`config.mk`:
```
export PLATFORM = sky130hd
export DESIGN_NAME = serial_adder
export DESIGN_NICKNAME = d
export VERILOG_FILES = /design/src/rtl/adder_pkg.sv /design/src/rtl/serial_adder_fa_cell.sv /design/src/rtl/serial_adder.sv
export SDC_FILE = /design/constraint.sdc
export NUM_CORES = 1
export LEC_CHECK = 0
export ABC_AREA = 1
export BUFFER_PORTS_ARGS = -buffer_cell sky130_fd_sc_hd__buf_2
export CAP_MARGIN = 30
export CORE_MARGIN = 2
export CORE_UTILIZATION = 35
export CTS_CLUSTER_DIAMETER = 40
export CTS_CLUSTER_SIZE = 14
export DETAILED_ROUTE_END_ITERATION = 7
export GPL_TIMING_DRIVEN = 0
export PLACE_DENSITY_LB_ADDON = 0.05
export SETUP_SLACK_MARGIN = 0.2
export SYNTH_ARGS = -nofsm -noshare
export SYNTH_HDL_FRONTEND = slang
export SYNTH_SLANG_ARGS = --single-unit
```
`constraint.sdc`:
```
create_clock -name clk -period 2.3 [get_ports clk]
set_input_delay 0.575 -clock clk [delete_from_list [all_inputs] [get_ports clk]]
set_output_delay 0.575 -clock clk [all_outputs]
set_load 0.02 [all_outputs]
```
`src/rtl/adder_pkg.sv`:
```
// Shared definitions for the serial adder family.
//   state_e        : controller states (IDLE / RUN / DONE)
//   cnt_width()    : step-counter width, max(1, clog2(steps))
//   params_ok()    : legality of a (W, K) pair, used for elaboration checks
package adder_pkg;

  typedef enum logic [1:0] {
    IDLE = 2'd0,
    RUN  = 2'd1,
    DONE = 2'd2
  } state_e;

  function automatic int unsigned cnt_width(input int unsigned steps);
    int unsigned w;
    w = 1;
    while ((64'd1 << w) < 64'(steps)) w++;
    return w;
  endfunction

  function automatic bit params_ok(input int unsigned w, input int unsigned k);
    return (w >= 1) && (k >= 1) && (k <= w) && ((w % k) == 0);
  endfunction

endpackage

```
`src/rtl/serial_adder_fa_cell.sv`:
```
// One-bit full adder cell, purely combinational.
//   a, b : addend bits
//   ci   : carry in
//   s    : sum bit
//   co   : carry out
module fa_cell (
  input  logic a,
  input  logic b,
  input  logic ci,
  output logic s,
  output logic co
);

  logic p;

  assign p  = a ^ b;
  assign s  = p ^ ci;
  assign co = (a & b) | (ci & p);

endmodule

```
`src/rtl/serial_adder.sv`:
```
// Multi-cycle adder: a + b + cin over W bits, K bits per clock, using a
// K-cell ripple chain iterated W/K times. Valid/ready on both sides.
//   clk, rst_n          : clock, asynchronous active-low reset
//   in_valid / in_ready : operand handshake (accepted only in IDLE)
//   a, b, cin           : operands and carry-in, latched on acceptance
//   out_valid/out_ready : result handshake (held in DONE until out_ready)
//   sum, cout, overflow : registered result, unsigned carry, signed overflow
module serial_adder
  import adder_pkg::*;
#(
  parameter int unsigned W = 8,
  parameter int unsigned K = 1
) (
  input  logic         clk,
  input  logic         rst_n,
  input  logic         in_valid,
  output logic         in_ready,
  input  logic [W-1:0] a,
  input  logic [W-1:0] b,
  input  logic         cin,
  output logic         out_valid,
  input  logic         out_ready,
  output logic [W-1:0] sum,
  output logic         cout,
  output logic         overflow
);

  localparam int unsigned STEPS = (K == 0) ? 1 : (W / K);
  localparam int unsigned CW    = cnt_width(STEPS);
  localparam logic [CW-1:0] LAST = CW'(STEPS - 1);

  if (!params_ok(W, K)) begin : g_bad_params
    $error("serial_adder: illegal parameters W=%0d K=%0d", W, K);
  end

  state_e        state_q, state_d;
  logic [W-1:0]  a_q, a_d;
  logic [W-1:0]  b_q, b_d;
  logic [W-1:0]  acc_q, acc_d;
  logic          carry_q, carry_d;
  logic [CW-1:0] cnt_q, cnt_d;
  logic [W-1:0]  sum_q, sum_d;
  logic          cout_q, cout_d;
  logic          ovf_q, ovf_d;

  logic [K-1:0]   sum_bits;
  logic           chain_ci_top;
  logic           chain_co;
  logic [W+K-1:0] acc_shift;

  // Each stage owns its carry wires so the ripple is not a self-loop on one
  // vector; stage i reads the carry-out of stage i-1 directly.
  for (genvar gi = 0; gi < K; gi++) begin : g_cell
    logic ci, co, s;
    if (gi == 0) begin : g_first
      assign ci = carry_q;
    end else begin : g_next
      assign ci = g_cell[gi-1].co;
    end
    fa_cell u_fa (
      .a  (a_q[gi]),
      .b  (b_q[gi]),
      .ci (ci),
      .s  (s),
      .co (co)
    );
    assign sum_bits[gi] = s;
  end

  assign chain_ci_top = g_cell[K-1].ci;
  assign chain_co     = g_cell[K-1].co;

  // New sum bits enter at the top; dropping the low K bits of the
  // concatenation is a right shift that also works when K == W.
  assign acc_shift = {sum_bits, acc_q};

  always_comb begin
    state_d = state_q;
    a_d     = a_q;
    b_d     = b_q;
    acc_d   = acc_q;
    carry_d = carry_q;
    cnt_d   = cnt_q;
    sum_d   = sum_q;
    cout_d  = cout_q;
    ovf_d   = ovf_q;
    unique case (state_q)
      IDLE: begin
        if (in_valid) begin
          a_d     = a;
          b_d     = b;
          carry_d = cin;
          cnt_d   = '0;
          acc_d   = '0;
          state_d = RUN;
        end
      end
      RUN: begin
        a_d     = a_q >> K;
        b_d     = b_q >> K;
        acc_d   = acc_shift[W+K-1:K];
        carry_d = chain_co;
        if (cnt_q == LAST) begin
          // Counter holds on the last step so it never wraps.
          sum_d   = acc_shift[W+K-1:K];
          cout_d  = chain_co;
          ovf_d   = chain_ci_top ^ chain_co;
          state_d = DONE;
        end else begin
          cnt_d = cnt_q + 1'b1;
        end
      end
      DONE: begin
        if (out_ready) state_d = IDLE;
      end
      default: state_d = IDLE;
    endcase
  end

  always_ff @(posedge clk or negedge rst_n) begin
    if (!rst_n) begin
      state_q <= IDLE;
      a_q     <= '0;
      b_q     <= '0;
      acc_q   <= '0;
      carry_q <= 1'b0;
      cnt_q   <= '0;
      sum_q   <= '0;
      cout_q  <= 1'b0;
      ovf_q   <= 1'b0;
    end else begin
      state_q <= state_d;
      a_q     <= a_d;
      b_q     <= b_d;
      acc_q   <= acc_d;
      carry_q <= carry_d;
      cnt_q   <= cnt_d;
      sum_q   <= sum_d;
      cout_q  <= cout_d;
      ovf_q   <= ovf_d;
    end
  end

  assign in_ready  = (state_q == IDLE);
  assign out_valid = (state_q == DONE);
  assign sum       = sum_q;
  assign cout      = cout_q;
  assign overflow  = ovf_q;

endmodule

```
-- Word level (Yosys, flattened, before mapping)
Index checks and enable logic that the tools add are counted.
- bits of input ports: 21
- register bits after elaboration: 40
- reductions and logical operators: 6
- equal/unequal tests: 7
- add/subtract/negate cells: 1
- mux-type cells: 15
- bitwise logic cells: 6
- operator list (kind ; number):
    $pmux 8 s2 ; 3
    $mux 8 ; 3
    $mux 2 ; 3
    $mux 3 ; 2
    $ne 2x2->1 const B ; 3
    $pmux 2 s3 ; 1
    $pmux 3 s2 ; 1
    $reduce_and 3->1 ; 2
    $reduce_and 2->1 ; 2
    $add 3x1->3 const B ; 1
    $eq 3x3->1 const B ; 1
    $xor 1x1->1 ; 3
    $and 1x1->1 ; 2
    $eq 2x1->1 const B ; 1
    $eq 2x2->1 const B ; 1
    $logic_not 2->1 ; 1
    $ne 2x1->1 const B ; 1
    $pmux 1 s2 ; 1
    $reduce_bool 2->1 ; 1
    $mux 1 ; 1
    $or 1x1->1 ; 1

-- Logic depth before layout (Yosys ltp)
- word-level depth: 4
- depth in mapped cells: 7
- mapped depth without buffers: 6

-- Modules after synthesis
Synthesis repeated with hierarchy kept, for this count alone.
- cell total of the unflattened synthesis: 218
- area, all modules: 1794.2 um^2
- by module, submodules not included (module ; instances ; cells each ; area each (um^2)):
    serial_adder ; 1 ; 217 ; 1774.2
    fa_cell ; 1 ; 1 ; 20.0

-- Least setup slack after synthesis
OpenSTA, ideal clock, no wires.
- path type: register to output
- start point: register state_q[0]
- end point: output out_valid
- required time: 1.725 ns
- path slack: 0.729 ns
- path buffers: 2
- cell stages (with the launch flop): 4
- arrival time: 0.996 ns
- cell sequence: dfrtp_1 -> buf_6 -> buf_2 -> nor2_1
- cells in the longest elaborated chain, start to end: 1
- ends and longest elaborated chain (element ; line ; text):
    start: declaration ; serial_adder.sv:36 ; state_e state_q, state_d;
    start signal: assignment ; serial_adder.sv:132 ; state_q <= state_d;
    $eq 2x2->1 ; serial_adder.sv:145 ; assign out_valid = (state_q == DONE);
    end: declaration ; serial_adder.sv:21 ; output logic out_valid,
Every way passes these cells.

-- Worst setup path in the final report
- start point: register state_q[1]
- end point: output out_valid
The elaborated chain is that of the path after synthesis.

==> flow_metrics.env <==
export IMPL_status="complete, no violations"
export IMPL_area_growth_pct=20.4
export IMPL_ys_seq_area_frac=0.544
export IMPL_avgRoutedWirePerCell_um=11.8
export IMPL_grt_pass1_wl_um=6530
export IMPL_routabilityCongestion=0.760
export IMPL_slew_headroom=0.407
export IMPL_path_buf_inv=3
export IMPL_seq_power_share=0.383
export IMPL_num_rows=26
export IMPL_power_net_switching_w=0.00121
export IMPL_die_w_um=75.6
export IMPL_crit_required_ns=1.73
export IMPL_start_util=0.356
export IMPL_vias=1458
export IMPL_yosys_warnings=0
export IMPL_ios=33
export IMPL_p_per_area_nw_per_um2=1380
export IMPL_rsz0062_at_grt="no"
export IMPL_timing_final_crit_share=0.844
export IMPL_pwr_share_comb=0.416
export IMPL_p_clk_frac=0.202
export IMPL_io_buffers=32
export IMPL_drc_errors=0
export IMPL_cts_max_level=2
export IMPL_hp_class="input pin to async pin"
export IMPL_fin_nets=281
export IMPL_syn_nets=242
export IMPL_cts_tree="done"
export IMPL_cp_common_cell="buf_2"
export IMPL_postSynthAreaPerCell_sq_um=8.23
export IMPL_num_fill_cells=516
export IMPL_drtAntennaViolNets=0
export IMPL_clkSlewWorstSetupHoldPaths_ns=0.08
export IMPL_post_cts_resize_count=0
export IMPL_grt_use_total=0.155
export IMPL_cts_made_buffers=5
export IMPL_cellLeakagePower_nw=1.21
export IMPL_layout_cells_most_common="nand2_1"
export IMPL_dieArea_sq_um=5720
export IMPL_routed_via_density=4.45
export IMPL_crit_type="flip-flop to output pin"
export IMPL_netSwitchingFraction=0.405
export IMPL_yosysUniqueCellTypes=17
export IMPL_crit_path_max_fanout=10
export IMPL_crit_family="buffers and inverters"
export IMPL_hold_viol_final=0
export IMPL_drive_above_1_share=0.233
export IMPL_startpoint_type="flip-flop"
export IMPL_fin_crit_ns=1.94
export IMPL_worstSetupEndpointType="output pin"
export IMPL_slew_viol_final=0
export IMPL_dr_pass1_iters=4
export IMPL_tightest_slew_ns=0.890
export IMPL_drt_total_wl_um=3880
export IMPL_rrSetupSlack_ns=0.90
export IMPL_clkSinkCount=39
export IMPL_arrival_ns=1.37
export IMPL_grt_overflow_total=0
export IMPL_multiInputGateArea_sq_um=711
export IMPL_setup_violations=0
export IMPL_internal_power_w=0.00177
export IMPL_postCtsSetupRepairBufs=0
export IMPL_grt_max_degree=40
export IMPL_skew_ns=0.00952
export IMPL_die_y_um=75.6
export IMPL_mostFrequentLayoutCells="nand2_1, dfrtp_1, buf_2, nand3_1, inv_1"
export IMPL_clock_fmax_mhz=515
export IMPL_initialDrtViolationCount=121
export IMPL_clockBufferDepth=2
export IMPL_antenna_cells=0
export IMPL_dp_hpwl_um=2680
export IMPL_hold_buffers=0
export IMPL_crit_slowest_cell="dfrtp_1"
export IMPL_synth_area_sq_um=1790
export IMPL_maxCapViolCount=0
export IMPL_clk_latency_ns=0.30
export IMPL_synth_cells=218
export IMPL_core_sq_um=5040
export IMPL_slowest_delay_ns=0.43
export IMPL_cts_root_buf="clkbuf_8"
export IMPL_grt_pass1_vias=1345
export IMPL_ys_ff_latch=39
export IMPL_max_vdd_ir_drop_mv=0.518
export IMPL_antenna_found_initial=0
export IMPL_final_seq_area_sq_um=976
export IMPL_cp_cell_sequence="inv_2, buf_2, nor2_1, buf_2"
export IMPL_hold_slack_ns=0.397
export IMPL_tns_ns=0
[final cells by class]
class,instances,area share
Buffer,9,0.0290
Multi-Input combinational cell,158,0.329
Clock inverter,2,0.0162
Tap cell,70,0.0406
Inverter,12,0.0209
Sequential cell,39,0.452
Clock buffer,6,0.0382
Timing Repair Buffer,32,0.0742
[cells by family (layout without fill, tap and decap cells)]
| family | count (synthesis) | in the layout | synth area share |
|---|---|---|---|
| and+or+nand+nor | 138 | 138 | 0.305 |
| DFF | 39 | 39 | 0.544 |
| buffers and inverters | 21 | 61 | 0.0600 |
| AOI/OAI and AO/OA | 16 | 16 | 0.0607 |
| adders and majority gates | 3 | 3 | 0.0251 |
| xor gates and xnor gates | 1 | 1 | 0.00488 |
[metrics by stage]
stage | cells | util | power [W] | area [sq um] | worst slack, ns
2_1_floorplan | 218 | - | 0.00206 | 1790 | 0.729
3_3_place_gp | 320 | 0.405 | 0.00241 | 2040 | 0.673
3_5_place_dp | 320 | 0.405 | 0.00242 | 2040 | 0.633
4_1_cts | 328 | 0.428 | 0.00303 | 2160 | 0.334
5_1_grt | 328 | 0.428 | 0.00327 | 2160 | 0.268
6_report | 328 | 0.428 | 0.00298 | 2160 | 0.358
[synth_stat cells, drive strengths merged]
master,n,area [sq um]
inv,12,45.1
nand2,113,427
buf,9,62.6
nand3,20,100
fa,1,20.0
ha,2,25.0
o21ai,15,101
xor2,1,8.76
o31ai,1,7.51
nor2,5,21.3
dfrtp,39,976
[worst reg2reg max path, delay by kind of cell (launching register included)]
kind                     cells  cell delay, ns
buffers and inverters        1            0.20
adder cells (fa/ha/maj)      2            0.41
AO/OA/AOI/OAI                1            0.09
AND/OR/NAND/NOR              1            0.19
flip-flops                   1            0.40
[path summary, 6_finish.rpt]
path	start	end	cells after the start
min in group clk	out_ready	state_q[1]	2
hold / removal	rst_n	acc_q[6]	1
setup reg to reg	cnt_q[0]	state_q[1]	5
hold reg to reg	cout	cout	2
max in group asynchronous	rst_n	a_q[5]	1
setup / recovery	state_q[1]	out_valid	4
[layer usage]
layer | track usage | vias to the layer above | routed length, um
met4 | 0.0702 | 0 | 68
met2 | 0.218 | 35 | 1560
met3 | 0.0397 | 7 | 191
met1 | 0.225 | 659 | 2060
met5 | 0 | - | 0
li1 | - | 757 | -
[flip-flops by register name, summed over array words and instances, names as in the netlist]
| register | cells |
|---|---|
| overflow | 1 |
| cout | 1 |
| a_q | 8 |
| b_q | 8 |
| acc_q | 7 |
| sum | 8 |
| carry_q | 1 |
| cnt_q | 3 |
| state_q | 2 |
[power by group through the flow]
stage                     Sequential [W]  Combinational [W]  Clock [W]
after global routing             0.00118            0.00144   0.000651
after global placement           0.00115            0.00127          0
after CTS                        0.00114            0.00127   0.000621
after floorplan                  0.00122           0.000843          0
after detailed placement         0.00115            0.00127          0
final                            0.00114            0.00124   0.000601
(Power assumes the default switching activity.)
